<file path="src/rtl/uart_rx_word_loader.sv">
// Packs UART bytes little-endian into 32-bit words and writes them to sequential
// memory addresses. It also detects an end-of-program marker, times out stale partial words, and flags lost words.
module uart_rx_word_loader #(
    parameter int          ADDR_W    = 14,
    parameter int          ADDR_STEP = 4,
    parameter logic [31:0] EOP_WORD  = 32'h0000_0FFF,
    parameter int          TIMEOUT_W = 24
) (
    input  logic                 i_Clock,
    input  logic                 rst_ni,
    input  logic                 i_Enable,
    input  logic                 i_Rx_DV,
    input  logic [7:0]           i_Rx_Byte,
    input  logic [TIMEOUT_W-1:0] i_Timeout,
    output logic                 o_Wr_Valid,
    input  logic                 i_Wr_Ready,
    output logic [ADDR_W-1:0]    o_Wr_Addr,
    output logic [31:0]          o_Wr_Data,
    output logic                 o_Done,
    output logic                 o_Overrun,
    output logic                 o_Timeout_Err,
    output logic                 o_Busy,
    output logic [1:0]           o_State,
    output logic [1:0]           o_Byte_Idx
);

    typedef enum logic [1:0] {
        IDLE    = 2'd0,
        COLLECT = 2'd1,
        DRAIN   = 2'd2,
        DONE    = 2'd3
    } state_t;

    localparam logic [ADDR_W-1:0]    STEP    = ADDR_W'(ADDR_STEP);
    localparam logic [TIMEOUT_W-1:0] CNT_MAX = '1;

    state_t                state_q, state_d;
    logic [1:0]            idx_q;
    logic [23:0]           asm_q;
    logic [TIMEOUT_W-1:0]  cnt_q;
    logic                  wr_valid_q;
    logic [ADDR_W-1:0]     addr_q;
    logic [31:0]           data_q;
    logic                  overrun_q;
    logic                  tmo_err_q;

    logic        collect;
    logic        byte_en;
    logic        word_done;
    logic [31:0] word;
    logic        is_eop;
    logic        hs;
    logic        load;
    logic        drop;
    logic        timeout_hit;

    // Write port: o_Wr_Valid/o_Wr_Addr/o_Wr_Data stay stable while valid is high until a
    // cycle with i_Wr_Ready=1. Dropping the enable is the only way a write is withdrawn.
    assign collect     = (state_q == COLLECT);
    assign byte_en     = collect && i_Rx_DV;
    assign word_done   = byte_en && (idx_q == 2'd3);
    assign word        = {i_Rx_Byte, asm_q};
    assign is_eop      = (word == EOP_WORD);
    assign hs          = wr_valid_q && i_Wr_Ready;
    assign load        = word_done && !is_eop && (!wr_valid_q || hs);
    assign drop        = word_done && !is_eop && wr_valid_q && !hs;
    assign timeout_hit = collect && (idx_q != 2'd0) && !i_Rx_DV &&
                         (i_Timeout != '0) && (cnt_q == i_Timeout);

    always_ff @(posedge i_Clock or negedge rst_ni) begin
        if (!rst_ni) begin
            state_q <= IDLE;
        end else begin
            state_q <= state_d;
        end
    end

    always_comb begin
        state_d = state_q;
        case (state_q)
            IDLE: begin
                if (i_Enable) state_d = COLLECT;
            end
            COLLECT: begin
                if (word_done && is_eop) begin
                    state_d = (wr_valid_q && !hs) ? DRAIN : DONE;
                end
            end
            DRAIN: begin
                if (hs) state_d = DONE;
            end
            DONE: begin
                state_d = DONE;
            end
            default: state_d = IDLE;
        endcase
        // Disabling wins over every other event in the same cycle.
        if (!i_Enable) state_d = IDLE;
    end

    always_ff @(posedge i_Clock or negedge rst_ni) begin
        if (!rst_ni) begin
            idx_q      <= '0;
            asm_q      <= '0;
            cnt_q      <= '0;
            wr_valid_q <= 1'b0;
            addr_q     <= '0;
            data_q     <= '0;
            overrun_q  <= 1'b0;
            tmo_err_q  <= 1'b0;
        end else if (!i_Enable) begin
            idx_q      <= '0;
            asm_q      <= '0;
            cnt_q      <= '0;
            wr_valid_q <= 1'b0;
            addr_q     <= '0;
            overrun_q  <= 1'b0;
            tmo_err_q  <= 1'b0;
        end else begin
            if (hs) begin
                addr_q     <= addr_q + STEP;
                wr_valid_q <= 1'b0;
            end
            // A completing word may refill the register in the same cycle it drains.
            if (load) begin
                wr_valid_q <= 1'b1;
                data_q     <= word;
            end
            if (drop) overrun_q <= 1'b1;

            if (byte_en) begin
                idx_q <= idx_q + 2'd1;
                cnt_q <= '0;
                case (idx_q)
                    2'd0:    asm_q[7:0]   <= i_Rx_Byte;
                    2'd1:    asm_q[15:8]  <= i_Rx_Byte;
                    2'd2:    asm_q[23:16] <= i_Rx_Byte;
                    default: asm_q        <= '0;
                endcase
            end else if (timeout_hit) begin
                idx_q     <= '0;
                asm_q     <= '0;
                cnt_q     <= '0;
                tmo_err_q <= 1'b1;
            end else if (idx_q != 2'd0) begin
                if (cnt_q != CNT_MAX) cnt_q <= cnt_q + 1'b1;
            end else begin
                cnt_q <= '0;
            end
        end
    end

    assign o_Wr_Valid    = wr_valid_q;
    assign o_Wr_Addr     = addr_q;
    assign o_Wr_Data     = data_q;
    assign o_Done        = (state_q == DONE);
    assign o_Overrun     = overrun_q;
    assign o_Timeout_Err = tmo_err_q;
    assign o_Busy        = (idx_q != 2'd0) || wr_valid_q;
    assign o_State       = state_q;
    assign o_Byte_Idx    = idx_q;

endmodule
</file>
<file path="config.mk">
export PLATFORM = sky130hd
export DESIGN_NAME = uart_rx_word_loader
export DESIGN_NICKNAME = d
export VERILOG_FILES = /design/src/rtl/uart_rx_word_loader.sv
export SDC_FILE = /design/constraint.sdc
export NUM_CORES = 1
export LEC_CHECK = 0
export CORE_MARGIN = 4
export CORE_UTILIZATION = 50
export CTS_CLUSTER_DIAMETER = 50
export DETAILED_ROUTE_END_ITERATION = 8
export GPL_ROUTABILITY_DRIVEN = 0
export GPL_TIMING_DRIVEN = 0
export PLACE_DENSITY = 0.77
export SETUP_SLACK_MARGIN = 0.5
export SLEW_MARGIN = 20
export SYNTH_ARGS = -nofsm -noshare
export SYNTH_HDL_FRONTEND = slang
export SYNTH_SLANG_ARGS = --single-unit
export TNS_END_PERCENT = 50
</file>
<file path="constraint.sdc">
create_clock -name i_Clock -period 3.09 [get_ports i_Clock]
set_clock_uncertainty 0.2 [all_clocks]
set_input_delay 0.618 -clock i_Clock [delete_from_list [all_inputs] [get_ports i_Clock]]
set_output_delay 0.618 -clock i_Clock [all_outputs]
set_load 0.02 [all_outputs]
</file>
=== Yosys cells after proc, flatten, opt, wreduce, memory -nomap -nowiden ===
Cells that the tools add are included.
Widths: inputs -> output; s select.

* Add/sub/neg operators: 3
* Equality and inequality tests: 21
* Muxes and demuxes: 29
* Reduce and logical (&&, ||, !) cells: 32

{| class="wikitable"
|+ Operators with widths
! cell !! count
|-
| $mux 24 || 8
|-
| $pmux 8 s2 || 3
|-
| $eq 32x12->1 const B || 1
|-
| $mux 14 || 2
|-
| $add 24x1->24 const B || 1
|-
| $eq 24x24->1 || 1
|-
| $ne 24x24->1 const B || 1
|-
| $reduce_bool 24->1 || 1
|-
| $add 14x3->14 const B || 1
|-
| $logic_and 1x1->1 || 13
|-
| $mux 2 || 6
|-
| $ne 3x3->1 const B || 4
|-
| $reduce_and 2->1 || 6
|-
| $mux 1 || 9
|-
| $eq 2x2->1 const B || 4
|-
| $pmux 2 s4 || 1
|-
| $ne 2x1->1 const B || 3
|-
| $ne 3x1->1 const B || 2
|-
| $reduce_or 2->1 || 3
|-
| $ne 5x4->1 const B || 1
|-
| $eq 2x1->1 const B || 2
|-
| $logic_not 1->1 || 4
|-
| $logic_not 2->1 || 2
|-
| $ne 3x2->1 const B || 1
|-
| 4 further kinds || 5
|}

* Register bits after elaboration: 101
* Input port bits: 37
* Output and inout bits: 55
* Logic and storage cells: 96

=== Longest topological paths before layout ===
* Depth after elaboration: 8
* Gate-level depth with buffers: 8
* Gate-level depth less buffers: 6

=== Least setup slack after synthesis ===
Ideal clock, no wire load.

* Path type: input to register
* Start: in i_Rx_Byte[6]
* End: reg data_q[10] (netlist: o_Wr_Data[10])
* Setup time: 0.125 ns
* Data arrival time: 2.501 ns
* Data required time: 2.765 ns
* Setup slack: 0.264 ns
* Stages: 7
* Buffers on the path: 2
* Path through: or4_1 -> or4_1 -> o2111a_2 -> nand2b_2 -> buf_6 -> buf_12 -> mux2_4

* Cells in the longest elaborated chain, start to end: 5

{| class="wikitable"
|+ Ends and longest elaborated chain
! element !! line !! text
|-
| start: declaration || 13 || <nowiki>input logic [7:0] i_Rx_Byte,</nowiki>
|-
| $eq 32x12->1 || 63 || <nowiki>assign is_eop = (word == EOP_WORD);</nowiki>
|-
| $logic_not 1->1 || 65 || <nowiki>assign load = word_done && !is_eop && (!wr_valid_q || hs);</nowiki>
|-
| $logic_and 1x1->1 (2 in a row) || 65 ||
|-
| $reduce_and 2->1 (no source line) || -- ||
|-
| end signal: assignment || 127 || <nowiki>data_q <= word;</nowiki>
|-
| end: declaration || 43 || <nowiki>logic [31:0] data_q;</nowiki>
|}

No other way between the ends.
A chain may end at the register's enable or synchronous reset.

=== Worst setup path in the final report ===
* Start: in i_Rx_Byte[5]
* End: reg data_q[3] (netlist: o_Wr_Data[3])

The elaborated chain is that of the path after synthesis.

==> out/metrics.csv <==
stage,metric,value,unit
pwr,p_sw,0.000632,W
synthesis,synth_top_family_by_area,simple AND/OR/NAND/NOR gates,
routing,wirelength,12.7,mm
global_route,grt_pass1_vias,4138,
clock_tree,cts_sinks,99,
pwr,switching_share,0.251,
global_route,gr-usage-all-layers,0.218,
setup_path,cp_slowest_cell,or4_4,
synthesis,synth_xor_area_frac,0.0939,
pwr,comb_power_share,0.086,
synthesis,synth-adder-area-share,0.0146,
routing,avgRoutedWirePerCell,17.2,um
setup_path,cp.required,3.15,ns
synthesis,synth.most_common_cell,dfrtp_1,
setup_path,max_stage_delay,0.51,ns
min_path,hp-class,in2reg,
synthesis,netlist_area,5130,sq um
pwr,worst_ir_drop_vdd,0.264,mV
sta,slew_violations,0,
placed_design,port_buffers,89,
pwr,clockPowerShare,0.390,
die,coreArea,9860,sq um
clock_tree,clk_path_buf_depth,2,
routing,via_count,4137,
sta,rsz0062_at_grt,true,
synthesis,synth_edf_count,0,
synthesis,netlist_top_cells_count,"99 x dfrtp_1, 65 x nand2_1, 30 x mux2_4, 30 x nor3_1, 28 x xor2_1",
final_layout,fin_util,0.682,
sta,tightestPinTransition,0.715,ns
synthesis,synth_top_area_share,0.483,
synthesis,ys_ff_latch,99,
pwr,seq_power_share,0.525,
final_layout,num-fill-cells,710,
clock_tree,htree_num_levels,3,
final_layout,nNetsFinal,642,
final_layout,drive_gt1_frac,0.174,
clock_tree,cts_tree,yes,
die,ios,92,
global_route,antenna_found_initial,0,
synthesis,yosys.cell_types.count,49,
global_route,overflow,0,
synthesis,synth-async-reset-ratio,1.00,
clock_tree,clk_pin_slew,0.10,ns
pwr,p_total,0.00252,W
final_layout,antenna_cells,0,
setup_path,start_kind,primary input,
synthesis,ys.flop_type,dfrtp_1,
routing,drt_iter0_drc,263,
die,dieHeight,109,um
placed_design,dpl.cell_count,706,
sta,maxSlewHeadroom,0.522,
pwr,leakage,2.93,nW
sta,final.min_clock_period,2.72,ns
setup_path,critPathMaxFanout,5,
synthesis,synthTopCellsByArea,"dfrtp_1 48%, mux2_4 8.8%, xor2_1 4.8%",
die,die_width,109,um
outcome,outcome,"complete, no violations",
routing,ant_nets,0,
pwr,pwr_density_cell,374,nW/um^2
sta,timing.setup.tns,0,ns
clock_tree,numCtsBuffers,9,
final_layout,area_delta_synth_final,31.1,%
clock_tree,cts_root_buf,clkbuf_8,
synthesis,synth_top_area_cell,dfrtp_1,
routing,firstDrtPassIters,5,
sta,post-route-period-util,0.879,
sta,fmax,368,MHz
synthesis,synth.area.mux_share,0.0961,
setup_path,cp-end-kind,flop,
global_route,grt_max_degree,54,
global_route,grt_pass1_wl,20.6,mm
routing,drc_errors,0,
synthesis,syn_inst,482,
synthesis,yosys.area_share.simple,0.189,
die,row_count,36,
die,die-area,11900,sq um
min_path,hp-start,i_Rx_Byte[5],
die,start_util,0.520,
synthesis,syn_avg_cell_area,10.6,sq um
clock_tree,clk_latency,0.37,ns
synthesis,ys_seq_area_frac,0.483,
setup_path,r2r-start,cnt_q[0],
routing,vias_per_cell,5.61,
setup_path,path_cells,"buf_8, or4_4, or4_4, o2111a_2, nand2b_4, buf_8, buf_12, buf_12, mux2_4",
setup_path,startpoint,i_Rx_Byte[5],
setup_path,worstSetupPathType,in2reg,
synthesis,synth_compound_area_frac,0.0827,
sta,hold_viol,0,
sta,hold_ws,0.262,ns
setup_path,arrival,2.77,ns
final_layout,fin_cells,737,
run,drv_cap,0,
placed_design,dp_hpwl,9.12,mm
pwr,p_int,0.00189,W
sta,setup_viol,0,
synthesis,ys_warn_count,0,
cells in the final DEF, fill, tap and decap left out, drive strengths merged, types with 5 or more instances in the layout:
cell | synthesis | final
a21oi | 7 | 7
mux2 | 32 | 32
clkdlybuf4s50 | 0 | 79
and2 | 13 | 13
buf | 8 | 35
o21ai | 17 | 17
nand2 | 65 | 65
xnor2 | 27 | 27
dfrtp | 99 | 99
ha | 6 | 6
xor2 | 28 | 28
clkbuf | 24 | 30
nor4 | 16 | 16
o22ai | 10 | 10
inv | 5 | 8
nand3 | 16 | 16
a2111oi | 6 | 6
nor2 | 5 | 5
nor3 | 30 | 30
a22oi | 8 | 8
nand4 | 16 | 16
logic make-up (layout without fill, tap and decap cells):
logic type                 count (synthesis)  in the layout
muxes                                     34             34
DFF                                       99             99
buffers and inverters                     37            158
adders and majority gates                  6              6
and+or+nand+nor                          187            187
xor gates and xnor gates                  55             55
other                                      1              2
AOI/OAI and AO/OA                         63             63
routing by layer:
layer | routed length (um) | vias to the layer above | track usage
li1 | - | 1947 | -
met5 | 0 | - | 0
met3 | 751 | 16 | 0.0341
met1 | 5270 | 2028 | 0.279
met2 | 6490 | 146 | 0.378
met4 | 196 | 0 | 0.0775
metrics by stage:
step	setup slack (ns)	cell area [sq um]
2_1_floorplan	0.264	5130
3_3_place_gp	-2.32	6190
3_5_place_dp	-0.497	6230
4_1_cts	0.386	6620
5_1_grt	0.345	6730
6_report	0.373	6730
registers in the layout (all words and copies together), names as in the netlist:
name           cells
o_Timeout_Err      1
o_Overrun          1
o_State            2
o_Byte_Idx         2
o_Wr_Data         32
asm_q             24
o_Wr_Addr         12
cnt_q             24
o_Wr_Valid         1
critical path: cells and delay by family:
family,cells,cell delay (ns)
simple gates,3,1.08
buf+inv,4,0.47
compound gates,1,0.30
mux,1,0.30
power by group through the flow:
stage | sequential, W | clock (W) | combinational, W
CTS | 0.00132 | 0.000993 | 0.000211
global placement | 0.00135 | 0 | 0.000200
detailed placement | 0.00135 | 0 | 0.000210
floorplan | 0.00135 | 0 | 0.0000745
finish | 0.00132 | 0.000980 | 0.000216
global route | 0.00132 | 0.00104 | 0.000235
final cells by class:
type                            count  area (sq um)  area share
Multi-Input combinational cell    347          2520       0.375
Sequential cell                    99          2480       0.368
Timing Repair Buffer              105          1100       0.163
Buffer                             32           200      0.0298
Tap cell                          133           166      0.0247
Clock buffer                        9           124      0.0184
Clock inverter                      7           119      0.0177
Inverter                            5          18.8     0.00279
timing repair:
item	CTS	global route
hold buffers	1	0
gates cloned	2	0
gates resized for setup	50	28
buffers inserted	6	6
setup endpoints to repair	87	84
hold endpoints to repair	46	0
pin swaps	4	5
final timing paths:
path	cells past startpoint	endpoint	slack, ns
worst max-delay path	9	o_Wr_Data[3]	0.37
worst min-delay path	3	asm_q[21]	0.26
worst max register to register	5	cnt_q[14]	0.61
worst min register to register	1	o_Wr_Data[20]	0.32
max in group asynchronous	3	asm_q[7]	1.57
min in group asynchronous	2	o_Wr_Addr[11]	0.53
Note: power is estimated with default switching activity, not from simulation.
